File: src/rtl/mc_control.sv
`default_nettype none
// ============================================================================
//  Module   : mc_control
//  Purpose  : Multi-cycle control sequencer for the RV32 datapath. A state
//             machine drives every datapath strobe, waits on a shared
//             mem_ready handshake for fetch and data access, counts retired
//             instructions and halts on an unsupported opcode.
//  Revision : 1.0 - initial release
// ============================================================================
module mc_control #(
   parameter int CNT_W = 32
) (
   input  logic             clk,
   input  logic             rst_n,
   input  logic             go,
   input  logic [31:0]      ins,
   input  logic             zero,
   input  logic             mem_ready,
   output logic             ir_write,
   output logic             pc_write,
   output logic [1:0]       pc_src,
   output logic             reg_write,
   output logic             alu_src,
   output logic [2:0]       op,
   output logic             mem_read,
   output logic             mem_write,
   output logic [1:0]       wb_sel,
   output logic             halted,
   output logic [CNT_W-1:0] retired
);

   typedef enum logic [2:0] {
      S_IDLE   = 3'd0,
      S_FETCH  = 3'd1,
      S_DECODE = 3'd2,
      S_EXEC   = 3'd3,
      S_MEM    = 3'd4,
      S_WB     = 3'd5,
      S_HALT   = 3'd6
   } state_t;

   localparam logic [6:0] OPC_R    = 7'h33;
   localparam logic [6:0] OPC_ADDI = 7'h13;
   localparam logic [6:0] OPC_LW   = 7'h03;
   localparam logic [6:0] OPC_SW   = 7'h23;
   localparam logic [6:0] OPC_BEQ  = 7'h63;
   localparam logic [6:0] OPC_JAL  = 7'h6F;

   localparam logic [2:0] ALU_AND = 3'b000;
   localparam logic [2:0] ALU_OR  = 3'b001;
   localparam logic [2:0] ALU_ADD = 3'b010;
   localparam logic [2:0] ALU_SUB = 3'b110;
   localparam logic [2:0] ALU_SLT = 3'b111;

   state_t      state;
   state_t      state_nx;
   logic [31:0] ir;
   logic        retire;
   logic [6:0]  opcode;
   logic [2:0]  funct3;
   logic [2:0]  r_op;
   logic        r_ok;
   logic        ex_src;
   logic [2:0]  ex_op;
   logic        ir_unused;

   assign opcode = ir[6:0];
   assign funct3 = ir[14:12];

   // Register fields the sequencer never looks at (register numbers, immediates).
   assign ir_unused = ^{ir[31], ir[29:15], ir[11:7]};

   // R-type funct3/funct7 to ALU op; r_ok clears for unsupported funct3.
   always_comb begin
      r_op = ALU_ADD;
      r_ok = 1'b1;
      case (funct3)
         3'b000:  r_op = ir[30] ? ALU_SUB : ALU_ADD;
         3'b110:  r_op = ALU_OR;
         3'b111:  r_op = ALU_AND;
         3'b010:  r_op = ALU_SLT;
         default: r_ok = 1'b0;
      endcase
   end

   // ALU operand/op selection chosen in EXEC and held through MEM and WB.
   always_comb begin
      ex_src = 1'b0;
      ex_op  = ALU_ADD;
      case (opcode)
         OPC_R:                    ex_op  = r_op;
         OPC_ADDI, OPC_LW, OPC_SW: ex_src = 1'b1;
         OPC_BEQ:                  ex_op  = ALU_SUB;
         default:                  ;
      endcase
   end

   // State register; reset aborts any instruction in flight.
   always_ff @(posedge clk or negedge rst_n) begin
      if (!rst_n) state <= S_IDLE;
      else        state <= state_nx;
   end

   // Instruction register, loaded only on a completed fetch.
   always_ff @(posedge clk or negedge rst_n) begin
      if (!rst_n)        ir <= 32'd0;
      else if (ir_write) ir <= ins;
   end

   // Retired-instruction counter, wraps naturally at 2^CNT_W.
   always_ff @(posedge clk or negedge rst_n) begin
      if (!rst_n)      retired <= '0;
      else if (retire) retired <= retired + CNT_W'(1);
   end

   // Next-state and control-strobe decode.
   always_comb begin
      state_nx  = state;
      ir_write  = 1'b0;
      pc_write  = 1'b0;
      pc_src    = 2'b00;
      reg_write = 1'b0;
      alu_src   = 1'b0;
      op        = ALU_ADD;
      mem_read  = 1'b0;
      mem_write = 1'b0;
      wb_sel    = 2'b00;
      halted    = 1'b0;
      retire    = 1'b0;
      case (state)
         S_IDLE: begin
            if (go) state_nx = S_FETCH;
         end
         S_FETCH: begin
            mem_read = 1'b1;
            if (mem_ready) begin
               ir_write = 1'b1;
               state_nx = S_DECODE;
            end
         end
         S_DECODE: begin
            case (opcode)
               OPC_R, OPC_ADDI, OPC_LW, OPC_SW, OPC_BEQ, OPC_JAL: state_nx = S_EXEC;
               default:                                           state_nx = S_HALT;
            endcase
         end
         S_EXEC: begin
            alu_src = ex_src;
            op      = ex_op;
            case (opcode)
               OPC_R:            state_nx = r_ok ? S_WB : S_HALT;
               OPC_ADDI:         state_nx = S_WB;
               OPC_LW, OPC_SW:   state_nx = S_MEM;
               OPC_BEQ: begin
                  pc_write = 1'b1;
                  pc_src   = zero ? 2'b01 : 2'b00;
                  retire   = 1'b1;
                  state_nx = S_FETCH;
               end
               OPC_JAL: begin
                  reg_write = 1'b1;
                  wb_sel    = 2'b10;
                  pc_write  = 1'b1;
                  pc_src    = 2'b10;
                  retire    = 1'b1;
                  state_nx  = S_FETCH;
               end
               default:          state_nx = S_HALT;
            endcase
         end
         S_MEM: begin
            alu_src = 1'b1;
            op      = ALU_ADD;
            if (opcode == OPC_SW) begin
               mem_write = 1'b1;
               if (mem_ready) begin
                  pc_write = 1'b1;
                  retire   = 1'b1;
                  state_nx = S_FETCH;
               end
            end else begin
               mem_read = 1'b1;
               if (mem_ready) state_nx = S_WB;
            end
         end
         S_WB: begin
            reg_write = 1'b1;
            wb_sel    = (opcode == OPC_LW) ? 2'b01 : 2'b00;
            alu_src   = ex_src;
            op        = ex_op;
            pc_write  = 1'b1;
            retire    = 1'b1;
            state_nx  = S_FETCH;
         end
         S_HALT: begin
            halted = 1'b1;
         end
         default: begin
            state_nx = S_IDLE;
         end
      endcase
   end

endmodule
`default_nettype wire
File: config.mk
export PLATFORM = sky130hd
export DESIGN_NAME = mc_control
export DESIGN_NICKNAME = d
export VERILOG_FILES = /design/src/rtl/mc_control.sv
export SDC_FILE = /design/constraint.sdc
export NUM_CORES = 1
export LEC_CHECK = 0
export ABC_AREA = 1
export CAP_MARGIN = 20
export CORE_UTILIZATION = 40
export CTS_CLUSTER_SIZE = 28
export DETAILED_ROUTE_END_ITERATION = 8
export PLACE_DENSITY = 0.69
export SKIP_LAST_GASP = 1
export SYNTH_ARGS = -nofsm -noshare
export SYNTH_HDL_FRONTEND = slang
export SYNTH_SLANG_ARGS = --single-unit
File: constraint.sdc
create_clock -name clk -period 5.1 [get_ports clk]
set_input_delay 1.02 -clock clk [delete_from_list [all_inputs] [get_ports clk]]
set_output_delay 1.02 -clock clk [all_outputs]
set_load 0.05 [all_outputs]
==> out/summary.txt <==
Hold Violations, Final = 0
minimum clock period = 3.798 ns
DP Area = 0.003680 mm²
Setup CP Type = in2out
Post-CTS Repair Setup Buffers = 0
Mapped Nets = 504
Critical Path End Type = output pin
Root Buffer = clkbuf_8
Post-Synthesis Cells = 466
final setup TNS = 0 ns
critical-path maximum fanout = 19
reg2reg start = state[0]
Worst Setup SP = mem_ready
ANT nets after route = 0
largest net degree at the start of global routing = 47
period utilisation layout = 74.46%
HP Class = reg2reg
die area = 0.007807 mm²
number of global-route vias before repair = 2,950
grt met3 use = 4.944%
Setup Skew = 0.008166 ns
gpl congestion = 0.9077
fill count = 731
GR met1 Demand/Resource = 26.12%
final WL = 7684 µm
clk_lat worst skew = 0.31 ns
Pins Over Slew Limit = 0
Post-synth EDFFs = 0
Resized cells post-CTS = 0
fraction of registers with async set/reset = 100.0%
initial antenna violation count = 0
TritonCTS buffer count = 5
WP data required = 4.08 ns
Arr. time, crit path = 2.78 ns
RSZ-0062 raised after global routing = false
xor and xnor area share after synthesis = 4.404%
vias post-DR = 3,086
WHS = 0.4777 ns
GRT met2 Usage = 35.94%
Rows = 31
Mapped Area = 0.002983 mm²
max frequency = 0.2633 GHz
Avg Vias per Cell = 4.898
ys flop type = dfrtp_1
hold_buf cts = 0
chip height = 88.36 µm
mux share of post-synthesis cell area = 0%
Die Wd = 88.36 µm
Core Region = 0.007214 mm²
Worst setup SP type = input port
most common cell after layout, fill and taps aside = nand2_1
adder-cell area share of the yosys netlist = 0.4195%
H-tree levels = 2
register area share after synthesis = 38.59%
yosys warns = 0
synth-to-layout area growth = 27.94%
GRT Overall Usage = 21.44%
Max IR drop VDD = 0.0002016 V
Cell variety after synth = 22
Setup-failing EPs final = 0
pwr/cell area = 307.8 mW/mm²
commonest cells after routing, fill and taps aside = nand2_1 (223), nor2_1 (60), clkdlybuf4s50_1 (60), dfrtp_1 (46), inv_1 (38)
Avg Cell Area, Syn = 6.401 µm²
Final HPWL DP = 5882 µm
Sink Count = 46
first-pass GRT wire length = 13,000 µm
# DRC = 2
Relative slew margins = 64.22%
Leakage = 0.001751 µW
gr ovfl total = 0
starting density of the core = 41.35%
cell area after layout = 0.003816 mm²
CTS tree = yes
Worst Min Path Start = ir[1]
CTS clk-pin slew, worst paths = 0.10 ns
failing checks = design-rule violations
Seq cells post-synth = 46
IO Port Bufs = 61
share of cells above drive strength 1 = 4.143%
Power, Total = 1174 µW
main combinational cell family by area after synthesis = simple AND/OR/NAND/NOR gates
Worst Tran Pin Value = 0.5350 ns
DR iter-0 viols = 148
Synth Area in Simple Gates = 45.30%
Max Cap Violations = 0
clock tree buffer depth = 2
gr busiest metal = met2
Nets = 568
drt pass-1 iters = 6
diode count = 0
Ports = 83
Compound-Gate Fraction of Synth Area = 4.279%
outcome = finished with violations
drt wl/cell = 12.20 µm
cells by family (layout without fill, tap and decap cells):
| kind of cell | after synthesis | after routing |
|---|---|---|
| compound gates | 24 | 24 |
| xor+xnor | 15 | 15 |
| flops | 46 | 46 |
| fa+ha+maj | 1 | 1 |
| buf+inv | 50 | 115 |
| simple gates | 330 | 330 |
stage by stage:
stage          worst slack [ns]  utilization [%]  std cells
3_3_place_gp              1.297            51.01        621
5_1_grt                   1.199            52.90        630
3_5_place_dp              1.312            51.01        621
4_1_cts                   1.305            52.62        629
6_report                  1.302            52.90        630
2_1_floorplan             2.080                -        466
state kept, by name, summed over array words and instances (netlist names):
name and cells:
ir 11, state 3, retired 32
Yosys cell counts (2+ instances only):
cell type / n / area share [%]
nand2_1: 223 / 28
nor2_1: 60 / 7.6
dfrtp_1: 46 / 39
inv_1: 38 / 4.8
o21ai_0: 19 / 3.2
nand3b_1: 16 / 4.0
xor2_1: 14 / 4.1
nor3_1: 13 / 2.2
nand3_1: 11 / 1.8
buf_2: 5 / 0.84
inv_2: 5 / 0.63
a21oi_1: 2 / 0.34
buf_6: 2 / 0.75
nand2_2: 2 / 0.42
nand4_1: 2 / 0.42
nor2_2: 2 / 0.42
layout make-up:
| type | count | area [µm²] | share of cell area [%] |
|---|---|---|---|
| tap | 99 | 123.9 | 3.246 |
| clock buffer | 5 | 68.82 | 1.803 |
| multi-input combinational | 370 | 1623 | 42.52 |
| clock inverter | 3 | 47.55 | 1.246 |
| sequential | 46 | 1151 | 30.16 |
| timing repair buffer | 64 | 640.6 | 16.79 |
| inverter | 43 | 161.4 | 4.230 |
worst max-delay path, cell delays in order:
cell	delay (ns)
clkdlybuf4s50_1	0.49
nand3_1	0.10
nor2_1	0.11
buf_4	0.22
clkdlybuf4s50_1	0.83
layer usage:
metal | vias to the layer above | wire (µm) | part of all wire (%)
met3 | 19 | 371 | 4.8
met2 | 86 | 3616 | 47
li1 | 1568 | - | -
met5 | - | 0 | 0
met1 | 1413 | 3460 | 45
met4 | 0 | 236 | 3.1
path summary, 6_finish.rpt:
path | endpoint | cells past startpoint | slack [ns]
worst max-delay path | ir_write | 5 | 1.30
worst min-delay path | ir[1] | 2 | 0.48
worst max register to register | retired[14] | 10 | 2.88
worst min register to register | ir[1] | 2 | 0.48
max in group asynchronous | ir[3] | 2 | 4.03
min in group asynchronous | retired[18] | 1 | 0.60
where the power goes:
part | leakage [µW] | internal (µW) | switching, µW
sequential | 0.000616 | 425 | 61.8
clock | 0.0000591 | 150 | 135
combinational | 0.00108 | 131 | 271
total | 0.00175 | 706 | 468
No activity file was read; power rests on OpenSTA's default activity.
